$ cat config.mk
export PLATFORM = sky130hd
export DESIGN_NAME = mem_access_stage
export DESIGN_NICKNAME = d
export VERILOG_FILES = /design/src/rtl/mem_access_stage.sv
export SDC_FILE = /design/constraint.sdc
export NUM_CORES = 1
export LEC_CHECK = 0
export ABC_AREA = 1
export CORE_MARGIN = 4
export CORE_UTILIZATION = 58
export DETAILED_ROUTE_END_ITERATION = 10
export DONT_BUFFER_PORTS = 1
export PLACE_DENSITY = 0.84
export RECOVER_POWER = 50
export SYNTH_ARGS = -nofsm -noshare
export SYNTH_HDL_FRONTEND = slang
export SYNTH_SLANG_ARGS = --single-unit
$ cat constraint.sdc
create_clock -name clk -period 2.25 [get_ports clk]
set_clock_uncertainty 0.2 [all_clocks]
set_input_delay 0.5625 -clock clk [delete_from_list [all_inputs] [get_ports clk]]
set_output_delay 0.5625 -clock clk [all_outputs]
set_load 0.05 [all_outputs]
$ cat src/rtl/mem_access_stage.sv
// mem_access_stage
// Memory-access pipeline stage between EX and WB. Non-memory ops pass
// straight through with one cycle of latency. Loads and stores are checked
// for alignment, then held in ACCESS while the data bus request is
// outstanding. EX is stalled for as long as the request is held. A missing
// ack turns into a bus-error completion after TIMEOUT cycles.
//
// Ports
//   clk, rst                      clock, synchronous active-high reset
//   valid_i, mem_op_i, result_i,  EX-side instruction payload
//   result2_i, destination_i,
//   destination2_i, PSW_i, PC_i
//   stall_o                       EX must hold its outputs while high
//   dmem_*                        data bus (req/we/addr/wdata/be, ack/rdata)
//   valid_o ... PC_o              WB-side registered payload
//   misalign_o, bus_error_o       one-cycle exception pulses alongside valid_o
module mem_access_stage #(
  parameter int TIMEOUT = 255
) (
  input  logic        clk,
  input  logic        rst,
  input  logic        valid_i,
  input  logic [3:0]  mem_op_i,
  input  logic [31:0] result_i,
  input  logic [31:0] result2_i,
  input  logic [4:0]  destination_i,
  input  logic [4:0]  destination2_i,
  input  logic [31:0] PSW_i,
  input  logic [24:0] PC_i,
  output logic        stall_o,
  output logic        dmem_req_o,
  output logic        dmem_we_o,
  output logic [31:0] dmem_addr_o,
  output logic [31:0] dmem_wdata_o,
  output logic [3:0]  dmem_be_o,
  input  logic        dmem_ack_i,
  input  logic [31:0] dmem_rdata_i,
  output logic        valid_o,
  output logic [31:0] result_o,
  output logic [31:0] result2_o,
  output logic [4:0]  destination_o,
  output logic [4:0]  destination2_o,
  output logic [31:0] PSW_o,
  output logic [24:0] PC_o,
  output logic        misalign_o,
  output logic        bus_error_o
);

  localparam int CW = (TIMEOUT < 2) ? 1 : $clog2(TIMEOUT + 1);
  localparam logic [CW-1:0] LAST_COUNT = CW'(TIMEOUT - 1);

  typedef enum logic {IDLE, ACCESS} state_t;

  // Access size: 0 none, 1 byte, 2 halfword, 3 word
  function automatic logic [1:0] op_size(input logic [3:0] op);
    case (op)
      4'd1, 4'd2, 4'd6: op_size = 2'd1;
      4'd3, 4'd4, 4'd7: op_size = 2'd2;
      4'd5, 4'd8:       op_size = 2'd3;
      default:          op_size = 2'd0;
    endcase
  endfunction

  function automatic logic op_store(input logic [3:0] op);
    op_store = (op == 4'd6) || (op == 4'd7) || (op == 4'd8);
  endfunction

  state_t         state_reg, state_next;
  logic [CW-1:0]  cnt_reg, cnt_next;

  // Instruction captured on entry to ACCESS
  logic [3:0]     op_reg, op_next;
  logic [31:0]    addr_reg, addr_next;
  logic [31:0]    data_reg, data_next;
  logic [4:0]     dst_reg, dst_next;
  logic [4:0]     dst2_reg, dst2_next;
  logic [31:0]    psw_reg, psw_next;
  logic [24:0]    pc_reg, pc_next;

  // WB-side output registers
  logic           valid_reg, valid_next;
  logic [31:0]    res_reg, res_next;
  logic [31:0]    res2_reg, res2_next;
  logic [4:0]     wdst_reg, wdst_next;
  logic [4:0]     wdst2_reg, wdst2_next;
  logic [31:0]    wpsw_reg, wpsw_next;
  logic [24:0]    wpc_reg, wpc_next;
  logic           mis_reg, mis_next;
  logic           berr_reg, berr_next;

  logic [1:0]     size_in, size_reg;
  logic           misaligned_in;
  logic           access;
  logic [7:0]     lane_b;
  logic [15:0]    lane_h;
  logic [31:0]    load_val;

  assign size_in       = op_size(mem_op_i);
  assign size_reg      = op_size(op_reg);
  assign misaligned_in = ((size_in == 2'd2) && result_i[0]) ||
                         ((size_in == 2'd3) && (result_i[1:0] != 2'b00));
  assign access        = (state_reg == ACCESS);

  // Little-endian lane extraction for loads
  assign lane_b = dmem_rdata_i[{addr_reg[1:0], 3'b000} +: 8];
  assign lane_h = dmem_rdata_i[{addr_reg[1], 4'b0000} +: 16];

  always_comb begin
    case (op_reg)
      4'd1:    load_val = {{24{lane_b[7]}}, lane_b};
      4'd2:    load_val = {24'd0, lane_b};
      4'd3:    load_val = {{16{lane_h[15]}}, lane_h};
      4'd4:    load_val = {16'd0, lane_h};
      default: load_val = dmem_rdata_i;
    endcase
  end

  always_comb begin
    state_next = state_reg;
    cnt_next   = cnt_reg;
    op_next    = op_reg;
    addr_next  = addr_reg;
    data_next  = data_reg;
    dst_next   = dst_reg;
    dst2_next  = dst2_reg;
    psw_next   = psw_reg;
    pc_next    = pc_reg;
    valid_next = 1'b0;
    res_next   = res_reg;
    res2_next  = res2_reg;
    wdst_next  = wdst_reg;
    wdst2_next = wdst2_reg;
    wpsw_next  = wpsw_reg;
    wpc_next   = wpc_reg;
    mis_next   = 1'b0;
    berr_next  = 1'b0;

    case (state_reg)
      IDLE: begin
        if (valid_i) begin
          if (size_in == 2'd0 || misaligned_in) begin
            // Completes immediately; a misaligned op suppresses both writes
            valid_next = 1'b1;
            res_next   = result_i;
            res2_next  = result2_i;
            wpsw_next  = PSW_i;
            wpc_next   = PC_i;
            mis_next   = misaligned_in;
            wdst_next  = misaligned_in ? 5'd0 : destination_i;
            wdst2_next = misaligned_in ? 5'd0 : destination2_i;
          end else begin
            state_next = ACCESS;
            cnt_next   = '0;
            op_next    = mem_op_i;
            addr_next  = result_i;
            data_next  = result2_i;
            dst_next   = destination_i;
            dst2_next  = destination2_i;
            psw_next   = PSW_i;
            pc_next    = PC_i;
          end
        end
      end
      ACCESS: begin
        if (dmem_ack_i || cnt_reg == LAST_COUNT) begin
          // An ack on the final allowed cycle takes priority over timeout
          state_next = IDLE;
          valid_next = 1'b1;
          res2_next  = data_reg;
          wpsw_next  = psw_reg;
          wpc_next   = pc_reg;
          if (dmem_ack_i) begin
            res_next   = op_store(op_reg) ? addr_reg : load_val;
            wdst_next  = op_store(op_reg) ? 5'd0 : dst_reg;
            wdst2_next = dst2_reg;
          end else begin
            berr_next  = 1'b1;
            res_next   = addr_reg;
            wdst_next  = 5'd0;
            wdst2_next = 5'd0;
          end
        end else begin
          cnt_next = cnt_reg + 1'b1;
        end
      end
      default: state_next = IDLE;
    endcase
  end

  always_ff @(posedge clk) begin
    if (rst) begin
      state_reg <= IDLE;
      cnt_reg   <= '0;
      op_reg    <= '0;
      addr_reg  <= '0;
      data_reg  <= '0;
      dst_reg   <= '0;
      dst2_reg  <= '0;
      psw_reg   <= '0;
      pc_reg    <= '0;
      valid_reg <= 1'b0;
      res_reg   <= '0;
      res2_reg  <= '0;
      wdst_reg  <= '0;
      wdst2_reg <= '0;
      wpsw_reg  <= '0;
      wpc_reg   <= '0;
      mis_reg   <= 1'b0;
      berr_reg  <= 1'b0;
    end else begin
      state_reg <= state_next;
      cnt_reg   <= cnt_next;
      op_reg    <= op_next;
      addr_reg  <= addr_next;
      data_reg  <= data_next;
      dst_reg   <= dst_next;
      dst2_reg  <= dst2_next;
      psw_reg   <= psw_next;
      pc_reg    <= pc_next;
      valid_reg <= valid_next;
      res_reg   <= res_next;
      res2_reg  <= res2_next;
      wdst_reg  <= wdst_next;
      wdst2_reg <= wdst2_next;
      wpsw_reg  <= wpsw_next;
      wpc_reg   <= wpc_next;
      mis_reg   <= mis_next;
      berr_reg  <= berr_next;
    end
  end

  // Bus side is driven only while a request is outstanding
  always_comb begin
    dmem_be_o    = 4'b0000;
    dmem_wdata_o = 32'd0;
    if (access) begin
      case (size_reg)
        2'd1: begin
          dmem_be_o    = 4'b0001 << addr_reg[1:0];
          dmem_wdata_o = {4{data_reg[7:0]}};
        end
        2'd2: begin
          dmem_be_o    = 4'b0011 << addr_reg[1:0];
          dmem_wdata_o = {2{data_reg[15:0]}};
        end
        default: begin
          dmem_be_o    = 4'b1111;
          dmem_wdata_o = data_reg;
        end
      endcase
    end
  end

  assign stall_o        = access;
  assign dmem_req_o     = access;
  assign dmem_we_o      = access && op_store(op_reg);
  assign dmem_addr_o    = access ? addr_reg : 32'd0;

  assign valid_o        = valid_reg;
  assign result_o       = res_reg;
  assign result2_o      = res2_reg;
  assign destination_o  = wdst_reg;
  assign destination2_o = wdst2_reg;
  assign PSW_o          = wpsw_reg;
  assign PC_o           = wpc_reg;
  assign misalign_o     = mis_reg;
  assign bus_error_o    = berr_reg;

endmodule

==> run_results.csv <==
group,metric,value,unit
clock_network,h-tree-depth,1,
clock_network,cts_sinks,280,
timing,finalCritPeriodShare,124,%
synthesis,yosys_warnings,0,
worst_setup_path,worstPathRequired,1490,ps
synthesis,ys_ff_latch,280,
timing,finalCriticalPeriod,2790,ps
detailed_routing,viasPerCell,6.08,
synthesis,async_flop_share,0,%
synthesis,yosysSeqAreaShare,42.9,%
timing,slew_violations,0,
detailed_routing,top_layer_used,"met5",
timing,whs,-2.83,ps
place,place_ws,-186,ps
timing,rsz0062_at_grt,"yes",
worst_setup_path,cp_max_fo,4,
power,total_power,15.6,mW
final_layout,layout.cells.non_filler,2319,
synthesis,netlist_top_cells_area,"dfxtp_1 43%, o21ai_0 14%, a21oi_1 8.8%",
global_route,antenna_found_initial,2,
synthesis,avgSynthCellArea,6.85,um2
timing,setup_tns,-44780,ps
worst_setup_path,cp.arrival,2020,ps
final_layout,final_common_cell,"o21ai_0",
clock_network,cts_buffer_depth,3,
synthesis,synth_edf_count,0,
floorplan,start_util,59.5,%
floorplan,die_width,158,um
detailed_routing,first_iter_violations,1526,
synthesis,syn_inst,1906,
run_status,status,"finished with violations",
timing,setup_viol,219,
floorplan,ios,376,
timing,fmax,359,MHz
detailed_routing,vias,14100,
place,dp.cells,2184,
timing,max_slew_margin,57.2,%
timing,hold_viol_final,1,
power,leakage,7.73,nW
detailed_routing,drt_wl_total,49200,um
detailed_routing,wl_met2,23200,um
place,dpl_cell_area,15000,um2
timing,tightest_slew,642,ps
synthesis,netlist_area,13100,um2
final_layout,layout_common_cells,"354 x o21ai_0, 273 x dfxtp_1, 246 x nor2_1",
synthesis,syn_nets,2083,
detailed_routing,wl_met3,5860,um
clock_network,insertion_delay,560,ps
floorplan,placement_rows,54,
global_route,grt_overflow_total,0,
floorplan,dieArea,25000,um2
worst_setup_path,timing_worst_setup_path_type,"register to output port",
power,peakVddDrop,0.701,mV
detailed_routing,wl_met1,16700,um
detailed_routing,wl_per_cell,21.2,um
final_layout,layout-drive-gt1-share,20.8,%
final_layout,antenna_cells,0,
floorplan,core,22000,um2
detailed_routing,drc,0,
place,io_buffers,0,
final_layout,final_cell_area,17400,um2
clock_network,cts_tree,"yes",
run_status,violations,"hold timing, setup timing",
clock_network,cts-root-buf,"clkbuf_16",
final_layout,area_growth,33.6,%
worst_setup_path,start_kind,"register",
place,globalplace.congestion,0.994,
synthesis,synth_top_flop_cell,"dfxtp_1",
run,cap_violations,0,
global_route,grt_pass1_vias,13500,
synthesis,synthDistinctLibCells,35,
timing,fin_ws,-536,ps
final_layout,final_nets,2195,
synthesis,synth.largest_area_cell,"dfxtp_1",
place,hpwl,30900,um
power,power.density,896,nW/um2
worst_setup_path,end_kind,"output port",
worst_hold_path,hold_class,"input pin to register",
global_route,grt_usage,35.7,%
global_route,grt_first_pass_wirelength,72000,um
global_route,grt_max_degree,87,
floorplan,die_h,158,um
detailed_routing,drt_pass1_iterations,7,
synthesis,synth_top_area_share,42.9,%
detailed_routing,drtAntennaViolNets,0,
clock_network,path_clk_slew,70,ps
clock_network,cts_inserted_buffers,28,
==> final cells by class <==
class | instances | area [um2]
inverters | 236 | 1000
flip-flops and latches | 280 | 5630
repair buffers | 221 | 2880
clock inverters | 12 | 136
well taps | 280 | 350
fillers | 1360 | 4510
clock buffers | 39 | 823
multi-input cells | 1251 | 6620
==> worst max-delay path, stage by stage, from the launching register on <==
cell and delay (ps):
dfxtp_2 340, buf_6 120, ha_4 170, buf_6 130, a221o_1 370, nand2_2 140, a21oi_4 50, buf_12 150
==> worst paths after layout <==
kind / startpoint / end / depth (start not counted) / slack [ps]
max: size_reg[0]$_DFF_P_ / dmem_wdata_o[30] / 7 / -540
min reg2reg: pc_reg[3]$_SDFFE_PP0P_ / pc_reg[3]$_SDFFE_PP0P_ / 2 / 250
min: result2_i[1] / data_reg[1]$_SDFFE_PP0P_ / 2 / -3
max reg2reg: dmem_req_o$_SDFF_PP0_ / addr_reg[9]$_SDFFE_PP0P_ / 8 / -330
==> routing by layer <==
| metal | track usage, % | vias to the layer above |
|---|---|---|
| li1 | - | 6424 |
| met1 | 41.1 | 6473 |
| met2 | 58.8 | 947 |
| met3 | 10.6 | 252 |
| met4 | 21.0 | 4 |
| met5 | 0 | - |
==> Yosys cell counts (4+ instances only) <==
| master | n |
|---|---|
| o21ai_0 | 365 |
| dfxtp_1 | 280 |
| nand2_1 | 275 |
| nor2_1 | 249 |
| a21oi_1 | 229 |
| inv_1 | 226 |
| clkbuf_1 | 76 |
| buf_2 | 34 |
| nand3_1 | 32 |
| o211ai_1 | 18 |
| a22oi_1 | 14 |
| o21ai_1 | 13 |
| buf_6 | 12 |
| buf_4 | 10 |
| a221o_1 | 8 |
| inv_2 | 8 |
| nand4_1 | 7 |
| o31ai_1 | 7 |
| buf_1 | 6 |
| ha_1 | 6 |
| nand2_2 | 6 |
| nor2_2 | 4 |
==> power by group <==
group / leakage [nW] / internal (mW) / switching, mW / total, mW
Combinational: 4.95 / 1.47 / 2.37 / 3.85
Clock: 0.465 / 2.79 / 2.06 / 4.85
Sequential: 2.31 / 5.50 / 1.43 / 6.93
==> stage by stage <==
step           utilization (%)  hold slack [ps]
4_1_cts                   77.4           0.0236
3_3_place_gp              68.2              230
6_report                  79.4            -2.83
2_1_floorplan                -              224
3_5_place_dp              68.2              235
5_1_grt                   79.4             8.31
==> cell families after synthesis <==
| logic type | count (synthesis) | synth area share, % |
|---|---|---|
| flip-flops | 280 | 42.9 |
| adder cells (fa/ha/maj) | 6 | 0.575 |
| AO/OA/AOI/OAI | 658 | 26.4 |
| buffers and inverters | 375 | 12.1 |
| XOR/XNOR | 5 | 0.335 |
| AND/OR/NAND/NOR | 582 | 17.7 |
==> what timing repair did <==
item	in CTS	in global routing
pin swaps	39	33
hold endpoints to repair	27	0
gates resized for setup	170	96
setup buffers	35	29
hold buffers	18	0
endpoints found under the setup margin	72	106
gates cloned	7	0
Power figures use the tool's default switching activity.
